==> config.mk <==
export PLATFORM = sky130hd
export DESIGN_NAME = fanout_fork_buffered
export DESIGN_NICKNAME = d
export VERILOG_FILES = /design/src/rtl/fanout_fork_buffered.sv
export SDC_FILE = /design/constraint.sdc
export NUM_CORES = 1
export LEC_CHECK = 0
export CAP_MARGIN = 20
export CORE_MARGIN = 3
export CORE_UTILIZATION = 40
export DETAILED_ROUTE_END_ITERATION = 6
export GPL_TIMING_DRIVEN = 0
export PLACE_DENSITY = 0.71
export SLEW_MARGIN = 20
export SYNTH_ARGS = -nofsm -noshare
export SYNTH_HDL_FRONTEND = slang
export SYNTH_SLANG_ARGS = --single-unit
==> constraint.sdc <==
create_clock -name CLK -period 4.3 [get_ports CLK]
set_input_delay 0.86 -clock CLK [delete_from_list [all_inputs] [get_ports CLK]]
set_output_delay 0.86 -clock CLK [all_outputs]
set_load 0.03 [all_outputs]
==> src/rtl/fanout_fork_buffered.sv <==
// rtl/fanout_fork_buffered.sv - buffered broadcast fork with eager/lazy delivery
//
// Purpose: accepts one valid/ready stream, buffers tokens in a small FIFO and
// broadcasts each token to the consumers selected when it was pushed.
//
// Ports:
//   CLK, ASYNCRESET      clock, asynchronous active-high reset
//   flush                synchronous clear of all buffered tokens
//   cfg_en, cfg_sel      route mask = cfg_en & cfg_sel, sampled at push
//   cfg_eager            1 = consumers take the head independently, 0 = all together
//   in_data/valid/ready  upstream stream
//   out_data             head token, shared by all consumers
//   out_valid/ready      per-consumer handshake
//   busy                 FIFO non-empty
//   xfer_count           fully delivered tokens, saturating
module fanout_fork_buffered #(
   parameter int NUM_OUT = 7,
   parameter int DATA_W  = 32,
   parameter int DEPTH   = 2,
   parameter int CNT_W   = 16
) (
   input  logic               CLK,
   input  logic               ASYNCRESET,
   input  logic               flush,
   input  logic [NUM_OUT-1:0] cfg_en,
   input  logic [NUM_OUT-1:0] cfg_sel,
   input  logic               cfg_eager,
   input  logic [DATA_W-1:0]  in_data,
   input  logic               in_valid,
   output logic               in_ready,
   output logic [DATA_W-1:0]  out_data,
   output logic [NUM_OUT-1:0] out_valid,
   input  logic [NUM_OUT-1:0] out_ready,
   output logic               busy,
   output logic [CNT_W-1:0]   xfer_count
);

   localparam int AW = $clog2(DEPTH);
   localparam logic [AW:0] OCC_FULL = (AW+1)'(DEPTH);

   logic [DATA_W-1:0]  data_mem [DEPTH];
   logic [NUM_OUT-1:0] mask_mem [DEPTH];
   logic [AW-1:0]      wr_ptr;
   logic [AW-1:0]      rd_ptr;
   logic [AW-1:0]      rd_next;
   logic [AW:0]        occ;
   logic [NUM_OUT-1:0] pending;

   logic [NUM_OUT-1:0] mask_in;
   logic               head_valid;
   logic               all_rdy;
   logic [NUM_OUT-1:0] handshake;
   logic               push;
   logic               write;
   logic               pop;

   assign mask_in    = cfg_en & cfg_sel;
   assign head_valid = (occ != '0);
   assign busy       = head_valid;
   assign in_ready   = ~ASYNCRESET & (occ < OCC_FULL);
   assign out_data   = head_valid ? data_mem[rd_ptr] : '0;
   assign rd_next    = rd_ptr + 1'b1;

   // Only pending channels take part in the lazy all-ready term, so a
   // non-target consumer's ready can never gate delivery.
   assign all_rdy = &(~pending | out_ready);

   always_comb begin
      out_valid = '0;
      if (head_valid) begin
         out_valid = cfg_eager ? pending : (pending & {NUM_OUT{all_rdy}});
      end
   end

   assign handshake = out_valid & out_ready;
   assign push      = in_valid & in_ready;
   // Zero-mask tokens complete the upstream handshake but are never stored.
   assign write     = push & (mask_in != '0) & ~flush;
   // Head retires once every pending bit is clear or clearing this edge.
   assign pop       = head_valid & ((pending & ~handshake) == '0);

   always_ff @(posedge CLK) begin
      if (write) begin
         data_mem[wr_ptr] <= in_data;
         mask_mem[wr_ptr] <= mask_in;
      end
   end

   always_ff @(posedge CLK or posedge ASYNCRESET) begin
      if (ASYNCRESET) begin
         wr_ptr     <= '0;
         rd_ptr     <= '0;
         occ        <= '0;
         pending    <= '0;
         xfer_count <= '0;
      end else if (flush) begin
         wr_ptr  <= '0;
         rd_ptr  <= '0;
         occ     <= '0;
         pending <= '0;
      end else begin
         if (write) begin
            wr_ptr <= wr_ptr + 1'b1;
         end
         if (pop) begin
            rd_ptr <= rd_next;
         end
         case ({write, pop})
            2'b10:   occ <= occ + 1'b1;
            2'b01:   occ <= occ - 1'b1;
            default: occ <= occ;
         endcase

         // pending always mirrors the remaining targets of the current head.
         if (pop) begin
            if (occ > (AW+1)'(1)) begin
               pending <= mask_mem[rd_next];
            end else if (write) begin
               pending <= mask_in;
            end else begin
               pending <= '0;
            end
         end else if (!head_valid && write) begin
            pending <= mask_in;
         end else begin
            pending <= pending & ~handshake;
         end

         if (pop && (xfer_count != {CNT_W{1'b1}})) begin
            xfer_count <= xfer_count + 1'b1;
         end
      end
   end

endmodule
## After elaboration in Yosys (flattened, before gate mapping)

Memories as Yosys holds them, arrays and structs flattened.
Cells that the tools add are included.

| storage, ports and cells | value |
|---|---|
| register bits after elaboration | 27 |
| bits in writable memories | 78 |
| bits of input ports | 58 |
| output and inout bits | 57 |
| logic and storage cells | 58 |
| memories kept | 2 |

Memory list:

| name | depth | width | read ports | clocked after memory_dff | write ports | line | text |
|---|---|---|---|---|---|---|---|
| data_mem | 2 | 32 | 1 | 0 | 1 | 41 | `logic [DATA_W-1:0] data_mem [DEPTH];` |
| mask_mem | 2 | 7 | 1 | 0 | 1 | 42 | `logic [NUM_OUT-1:0] mask_mem [DEPTH];` |

| operators by class | value |
|---|---|
| $add $sub $neg | 5 |
| $lt $le $gt $ge | 2 |
| equality and inequality tests | 3 |
| multiplexer cells | 16 |
| bitwise logic cells | 14 |
| reductions and logical operators | 11 |

Operators with widths:

| cell | count |
|---|---|
| 7-bit 2-to-1 mux | 7 |
| 32-bit 2-to-1 mux | 1 |
| 7-bit AND | 4 |
| 16-bit by 1-bit adder with 16-bit output (second input constant) | 1 |
| 16-bit inequality test (second input constant) | 1 |
| 7-bit NOT | 2 |
| 7-bit logical NOT | 1 |
| 7-bit OR | 1 |
| 7-bit AND reduction | 1 |
| 7-bit nonzero test | 1 |
| 1-bit 2-to-1 mux | 6 |
| 2-bit nonzero test | 3 |
| 1-bit AND | 5 |
| 2-bit case mux with 2 select lines | 1 |
| 3-bit nonzero test | 1 |
| 1-bit adder (second input constant) | 2 |
| 2-bit by 1-bit adder with 2-bit output (second input constant) | 1 |
| 2-bit by 1-bit equality test with 1-bit output (second input constant) | 1 |
| 2-bit equality test (second input constant) | 1 |
| 2-bit by 1-bit greater-than comparator with 1-bit output (second input constant) | 1 |
| 1-bit logical AND | 2 |
| 2-bit < comparator (second input constant) | 1 |
| 2-bit 2-to-1 mux | 1 |
| 1-bit NOT | 2 |
| other kinds (3) | 3 |

## Longest topological paths before layout

Gate-level depths: netlist of run 1.

| depth | value |
|---|---|
| depth after elaboration | 14 |
| gate-level depth with buffers | 9 |
| mapped depth without buffers | 7 |

## Worst setup path before layout of run 1

OpenSTA, ideal clock, no wires.

| timing | value |
|---|---|
| path type | input to register |
| start point | in ASYNCRESET |
| end point | mem data_mem[1][0], enable pin |
| library setup time | 0.492 ns |
| arrival | 4.832 ns |
| data required time | 3.808 ns |
| path slack | -1.024 ns |
| stages on the path | 5 |
| path buffers | 1 |
| cells stage by stage | nor2_1 > nand2_2 > a41o_1 > buf_2 > nor3b_1 |

| between the ends | value |
|---|---|
| cells in the longest elaborated chain, start to end | 7 |

RTL lines:

| element | line | text |
|---|---|---|
| from (decl) | 23 | `input logic ASYNCRESET,` |
| 1-bit NOT | 60 | `assign in_ready = ~ASYNCRESET & (occ < OCC_FULL);` |
| 1-bit AND | 60 |  |
| 1-bit AND | 76 | `assign push = in_valid & in_ready;` |
| 1-bit AND (2 in series) | 78 | `assign write = push & (mask_in != '0) & ~flush;` |
| 1-bit 2-to-1 mux | 83 | `if (write) begin` |
| 1-bit 2-to-1 mux (implied by the code) | 84 | `data_mem[wr_ptr] <= in_data;` |
| to (decl) | 41 |  |

Every way passes these cells.

## Final worst setup path of run 1

| timing | value |
|---|---|
| start point | in out_ready[5] |
| end point | out out_valid[0] |

| between the ends | value |
|---|---|
| cells in the longest elaborated chain, start to end | 5 |

RTL lines:

| element | line | text |
|---|---|---|
| from (decl) | 33 | `input logic [NUM_OUT-1:0] out_ready,` |
| 7-bit OR | 66 | `assign all_rdy = &(~pending \| out_ready);` |
| 7-bit AND reduction | 66 |  |
| 7-bit AND | 71 | `out_valid = cfg_eager ? pending : (pending & {NUM_OUT{all_rdy}});` |
| 7-bit 2-to-1 mux | 71 |  |
| 7-bit 2-to-1 mux | 70 | `if (head_valid) begin` |
| to (decl) | 32 | `output logic [NUM_OUT-1:0] out_valid,` |

Every way passes these cells.

==> results.py, run 1 <==
metrics = {
    "routing": {
        "wirelength_mm": 10.0,
        "met1_length_mm": 4.32,
        "antenna_left": 0,
        "route.met2.wl_mm": 5.05,
        "highest_layer": "met4",
        "drc": 0,
        "drt-wirelength-per-cell_um": 16.3,
        "first_iter_violations": 168,
        "viasPerCell": 5.09,
        "first_pass_iters": 4,
        "num_vias": 3134,
        "wl_met3_um": 565,
    },
    "place": {
        "placed_area_mm2": 0.00597,
        "place.detailed.hpwl_mm": 7.34,
        "port_buffers": 113,
        "place_congestion": 0.786,
        "post-place-cells": 600,
    },
    "logic_synthesis": {
        "ys.flop_type": "edfxtp_1",
        "ys_types": 43,
        "ys_async_sr_fraction_pct": 25.7,
        "synth_area_leaders": "edfxtp_1, dfrtp_1, mux2i_1, nor2_1, xnor2_1",
        "yosysWarnings": 0,
        "seq_area_frac_synth_pct": 65.9,
        "synth_top_area_share_pct": 51.2,
        "yosys.area.top_type": "edfxtp_1",
        "postSynthCellCount": 342,
        "synth_edf_count": 78,
        "ys_ff_latch": 105,
        "syn_area_per_cell_um2": 13.4,
        "syn-num-nets": 403,
        "syn_area_mm2": 0.00458,
    },
    "floorplanning": {
        "initial_core_util_pct": 41.5,
        "io_pins": 115,
        "die_w_um": 113,
        "core-area_mm2": 0.0110,
        "rows": 38,
        "die_y_um": 113,
        "dieArea_mm2": 0.0128,
    },
    "cts": {
        "cts_tree": "yes",
        "h-tree-depth": 3,
        "cts_made_buffers": 9,
        "cts_resized": 8,
        "clock_sink_count": 105,
        "clock_latency_ns": 0.34,
        "post-cts-setup-buffers": 0,
        "clockBufferDepth": 2,
        "cts_root_buffer": "clkbuf_16",
        "clkTransAtPathRegs_ns": 0.08,
        "hold_buffers": 0,
    },
    "sta": {
        "max-slew-margin-rel_pct": 47.7,
        "fmax_mhz": 247,
        "whs_ns": 0.504,
        "min_period_over_period_pct": 94.0,
        "worst-slew-pin-transition_ns": 0.784,
        "finalMaxSlewViolations": 0,
        "setup_violations": 0,
        "hold_viol": 0,
        "fin_skew_ns": 0.0116,
        "min_period_ns": 4.04,
        "grt_setup_unrepaired": "false",
    },
    "worst_setup_path": {
        "critPathRequiredTime_ns": 3.44,
        "crit-reg2reg-launch": "occ[1]$_DFFE_PP0P_",
        "regToRegEndpoint": "pending[5]$_DFF_PP0_",
        "worstPathMaxFanout": 10,
        "critPathMaxStageDelay_ns": 0.50,
        "r2r_cells": 8,
        "r2r_slack_ns": 1.77,
        "worst_setup_path_start_kind": "primary input",
        "end_kind": "output port",
        "critical_path.slowest_cell": "clkdlybuf4s50_1",
        "critical_path.cell_chain": "clkdlybuf4s50_1 > nand2b_1 > o2111ai_1 > or4_1 > buf_4 > o21ai_1 > buf_2 > and2_1 > clkbuf_2",
        "crit_path_start": "out_ready[5]",
        "crit_path_end": "out_valid[0]",
        "critPathArrivalTime_ns": 3.18,
        "critPathKind": "primary input to output port",
    },
    "layout": {
        "nFillCells": 939,
        "fin_area_mm2": 0.00626,
        "syn_to_final_growth_pct": 36.6,
        "drive_gt1_share_pct": 8.61,
        "diodes": 0,
        "multi_input_area_mm2": 0.00143,
        "fin_cells": 616,
        "regArea_mm2": 0.00302,
        "fin_nets": 532,
    },
    "power_and_ir_drop": {
        "power.total_mw": 3.36,
        "powerDensity_mw_per_mm2": 537,
        "p_leak_nw": 2.34,
        "max-vdd-ir-drop_mv": 0.264,
    },
    "job": {
        "cap_violations": 0,
    },
    "global_routing": {
        "first_global_vias": 3207,
        "grt_first_pass_wirelength_mm": 16.1,
        "grt_use_total_pct": 15.8,
        "grt_max_degree": 28,
        "antenna_found_initial": 0,
        "gr-total-overflow": 0,
    },
    "status": {
        "status": "finished, final reports clean",
    },
    "worst_hold_path": {
        "worstHoldPathType": "flop to flop",
    },
}
metrics by stage:
stage | utilization (%) | setup slack, ns | setup TNS, ns
2_1_floorplan | - | 0.349 | 0
3_3_place_gp | 53.4 | -0.663 | -51.08
3_5_place_dp | 54.1 | -0.348 | -2.30
4_1_cts | 57.0 | 0.0571 | 0
5_1_grt | 56.7 | 0.0572 | 0
6_report | 56.7 | 0.258 | 0
worst min-delay path by stage:
stage	from	end	slack [ns]	cells past startpoint
after global routing	xfer_count[12]$_DFFE_PP0P_	xfer_count[12]$_DFFE_PP0P_	0.55	1
final	xfer_count[7]$_DFFE_PP0P_	xfer_count[7]$_DFFE_PP0P_	0.50	1
after global placement	xfer_count[7]$_DFFE_PP0P_	xfer_count[7]$_DFFE_PP0P_	0.48	1
after CTS	xfer_count[7]$_DFFE_PP0P_	xfer_count[7]$_DFFE_PP0P_	0.51	1
after detailed placement	xfer_count[7]$_DFFE_PP0P_	xfer_count[7]$_DFFE_PP0P_	0.50	1
after floorplan	wr_ptr$_DFFE_PP0P_	wr_ptr$_DFFE_PP0P_	0.54	2
flip-flops by register name, summed over array words and instances (netlist names):
signal	flops
data_mem	64
xfer_count	16
mask_mem	14
pending	7
occ	2
rd_ptr	1
wr_ptr	1
worst max-delay path: cells and delay by family:
family	cells	cell delay, ns
buffers and inverters	4	1.18
AND/OR/NAND/NOR	3	0.79
AO/OA/AOI/OAI	2	0.36
cells in the final DEF, fill, tap and decap left out, types with 4 or more instances in the layout:
cell type / n
inv_1: 16
buf_2: 5
nand4_1: 6
clkdlybuf4s50_1: 106
nand2_1: 14
buf_6: 4
clkbuf_1: 10
nor2_1: 40
nand3_1: 7
clkbuf_16: 9
and2_1: 8
xnor2_1: 13
mux2_1: 6
and3_1: 4
nand2b_1: 4
edfxtp_1: 78
clkbuf_2: 7
a22o_1: 6
mux2i_1: 42
o22ai_1: 7
a21oi_1: 10
dfrtp_1: 27
synthesized netlist by cell type, types with 4 or more instances:
cell type and n:
dfrtp_1 27, and3_1 4, buf_2 4, nand2b_1 4
nor2_1 40, nand3_1 7, a22o_1 6, a21oi_1 10
o22ai_1 7, mux2i_1 42, clkbuf_1 11, mux2_1 6
and2_1 8, xnor2_1 13, nand2_1 14, edfxtp_1 78
inv_1 17, nand4_1 6
per-layer routing:
layer,vias to the layer above,global-route usage [%]
met5,-,0
met4,0,4.97
met3,8,2.94
met2,84,26.9
met1,1537,20.6
li1,1505,-
layout make-up:
type | count | share of cell area, %
Buffer | 19 | 1.42
Inverter | 17 | 1.02
Clock inverter | 7 | 1.50
Sequential cell | 105 | 48.2
Multi-Input combinational cell | 201 | 22.9
Tap cell | 140 | 2.80
Timing Repair Buffer | 118 | 18.5
Clock buffer | 9 | 3.60
cell families after synthesis:
kind of cell | share of synthesized area (%)
multiplexers | 10.7
AO/OA/AOI/OAI | 4.78
XOR/XNOR | 3.06
AND/OR/NAND/NOR | 11.5
flip-flops | 65.9
buffers and inverters | 3.31
adder cells (fa/ha/maj) | 0.820
power by group:
group | switching [mW] | total [mW] | leakage (nW) | internal [mW]
clock | 0.410 | 0.832 | 0.154 | 0.423
sequential | 0.0574 | 1.23 | 1.07 | 1.17
combinational | 0.768 | 1.30 | 1.11 | 0.533
Power figures use the tool's default switching activity.
==> run 2: changes to the inputs <==
--- a/config.mk
+++ b/config.mk
@@ -9,6 +9,7 @@
 export CORE_MARGIN = 3
 export CORE_UTILIZATION = 40
 export DETAILED_ROUTE_END_ITERATION = 6
+export GPL_ROUTABILITY_DRIVEN = 1
 export GPL_TIMING_DRIVEN = 0
 export PLACE_DENSITY = 0.71
 export SLEW_MARGIN = 20
==> results of run 2 <==
Same layout as run 1: the final DEF is identical, and so are final timing and power.
==> run 3: changes to the inputs <==
--- a/config.mk
+++ b/config.mk
@@ -11,7 +11,7 @@
 export DETAILED_ROUTE_END_ITERATION = 6
 export GPL_ROUTABILITY_DRIVEN = 1
 export GPL_TIMING_DRIVEN = 0
-export PLACE_DENSITY = 0.71
+export PLACE_DENSITY_LB_ADDON = 0.1
 export SLEW_MARGIN = 20
 export SYNTH_ARGS = -nofsm -noshare
 export SYNTH_HDL_FRONTEND = slang
==> results.py, run 3 (synthesis results as in run 1) <==
metrics = {
    "power_and_ir_drop": {
        "pwr-share-clk_pct": 25.4,
        "switchingPower_mw": 1.19,
        "powerDensity_mw_per_mm2": 542,
        "netSwitchingFraction_pct": 34.9,
        "p_leak_nw": 2.34,
        "pwr-share-comb_pct": 38.5,
        "power.total_mw": 3.41,
        "max-vdd-ir-drop_mv": 0.250,
        "p_int_mw": 2.22,
        "p_seq_share_pct": 36.1,
    },
    "sta": {
        "setup_violations": 0,
        "tns_ns": 0,
        "hold_viol": 0,
        "fin_skew_ns": 0.00503,
        "max-slew-margin-rel_pct": 49.3,
        "grt_setup_unrepaired": "false",
        "finalMaxSlewViolations": 0,
        "fmax_mhz": 239,
        "min_period_over_period_pct": 97.4,
        "worst-slew-pin-transition_ns": 0.760,
        "min_period_ns": 4.19,
        "whs_ns": 0.494,
    },
    "layout": {
        "fin_nets": 533,
        "final_common_cell": "clkdlybuf4s50_1",
        "diodes": 0,
        "nFillCells": 950,
        "final_cell_mix": "clkdlybuf4s50_1, edfxtp_1, mux2i_1",
        "drive_gt1_share_pct": 8.18,
        "regMostFlops": "data_mem",
        "syn_to_final_growth_pct": 37.2,
        "reg.largest.list": "data_mem x64, xfer_count x16, mask_mem x14",
        "largest_reg_flops": 64,
        "fin_area_mm2": 0.00628,
        "post-route-util_pct": 57.0,
    },
    "routing": {
        "antenna_left": 0,
        "viasPerCell": 4.99,
        "first_iter_violations": 121,
        "num_vias": 3076,
        "drc": 0,
        "drt-wirelength-per-cell_um": 16.5,
        "wirelength_mm": 10.2,
        "first_pass_iters": 5,
    },
    "global_routing": {
        "gr-total-overflow": 0,
        "antenna_found_initial": 0,
        "first_global_vias": 3189,
        "grt_util_met2_pct": 26.2,
        "grt_first_pass_wirelength_mm": 16.5,
        "grtUsageMet1_pct": 22.2,
        "grt_use_total_pct": 16.5,
        "busiest_layer": "met2",
        "use_met3_pct": 4.87,
        "grt_max_degree": 28,
    },
    "worst_setup_path": {
        "critPathRequiredTime_ns": 3.44,
        "critPathMaxStageDelay_ns": 0.51,
        "critical_path.slowest_cell": "or4_1",
        "r2r_cells": 8,
        "worstPathMaxFanout": 10,
        "critPathKind": "primary input to output port",
        "crit-reg2reg-launch": "occ[0]$_DFFE_PP0P_",
        "r2r_slack_ns": 1.86,
        "regToRegEndpoint": "pending[5]$_DFF_PP0_",
        "end_kind": "output port",
        "critical_path.cell_chain": "clkdlybuf4s50_1 > nand2b_1 > o2111ai_1 > or4_1 > buf_4 > o21ai_1 > buf_2 > and2_1 > clkdlybuf4s15_1",
        "crit_path_end": "out_valid[1]",
        "worst_setup_path_start_kind": "primary input",
        "crit_path_start": "out_ready[5]",
        "critPathArrivalTime_ns": 3.33,
    },
    "worst_hold_path": {
        "worstHoldPathType": "flop to flop",
    },
    "status": {
        "status": "finished, final reports clean",
    },
    "job": {
        "cap_violations": 0,
    },
    "floorplanning": {
        "dieArea_mm2": 0.0128,
        "io_pins": 115,
        "die_y_um": 113,
        "die_w_um": 113,
        "initial_core_util_pct": 41.5,
        "rows": 38,
        "core-area_mm2": 0.0110,
    },
    "cts": {
        "clockBufferDepth": 2,
        "cts_made_buffers": 9,
        "clkTransAtPathRegs_ns": 0.07,
        "clock_latency_ns": 0.33,
        "clock_sink_count": 105,
        "cts_root_buffer": "clkbuf_16",
        "h-tree-depth": 3,
        "post-cts-setup-buffers": 0,
        "cts_tree": "yes",
    },
    "place": {
        "port_buffers": 113,
        "place_congestion": 0.801,
        "place.detailed.hpwl_mm": 7.35,
        "placed_area_mm2": 0.00599,
    },
}
## run 3: worst min path at each step
stage | from | to | slack (ns) | depth (start not counted)
floorplan | wr_ptr$_DFFE_PP0P_ | wr_ptr$_DFFE_PP0P_ | 0.54 | 2
global placement | xfer_count[7]$_DFFE_PP0P_ | xfer_count[7]$_DFFE_PP0P_ | 0.48 | 1
detailed placement | xfer_count[7]$_DFFE_PP0P_ | xfer_count[7]$_DFFE_PP0P_ | 0.48 | 1
CTS | xfer_count[7]$_DFFE_PP0P_ | xfer_count[7]$_DFFE_PP0P_ | 0.50 | 1
global route | xfer_count[7]$_DFFE_PP0P_ | xfer_count[7]$_DFFE_PP0P_ | 0.53 | 1
finish | xfer_count[7]$_DFFE_PP0P_ | xfer_count[7]$_DFFE_PP0P_ | 0.49 | 1
## run 3: layer usage
layer | vias up | share of wire [%]
li1 | 1493 | -
met1 | 1476 | 45
met2 | 97 | 47
met3 | 10 | 7.3
met4 | 0 | 1.2
met5 | - | 0
## run 3: area by class of cell
type / instances / area [µm²] / share of cell area (%)
clock inverter: 6 / 88.8 / 1.41
buffer: 19 / 88.8 / 1.41
tap: 140 / 175 / 2.79
timing repair buffer: 119 / 1190 / 18.9
inverter: 17 / 63.8 / 1.02
sequential: 105 / 3020 / 48.0
clock buffer: 10 / 229 / 3.64
multi-input combinational: 201 / 1430 / 22.8
## run 3: per-stage QoR
step / cells / setup slack (ns)
after detailed placement: 601 / -0.365
after CTS: 617 / 0.0289
after global placement: 595 / -0.780
after floorplan: 342 / 0.349
final: 617 / 0.114
after global routing: 617 / 0.00278
## run 3: power by group through the flow
stage	clock, mW	sequential, mW	combinational (mW)
floorplan	0	1.28	0.785
finish	0.864	1.23	1.31
global route	0.935	1.24	1.41
global placement	0	1.25	1.31
detailed placement	0	1.25	1.33
CTS	0.889	1.23	1.33
## run 3: worst max-delay path: cells and delay by family
family / cells / cell delay [ns]
buf+inv: 4 / 1.33
simple gates: 3 / 0.77
compound gates: 2 / 0.36
## run 3: timing repair
action / in CTS / in global routing
setup endpoints to repair: 7 / 7
hold buffers: 0 / 0
gates cloned: 0 / 0
gates resized for setup: 8 / 14
hold endpoints to repair: 0 / 0
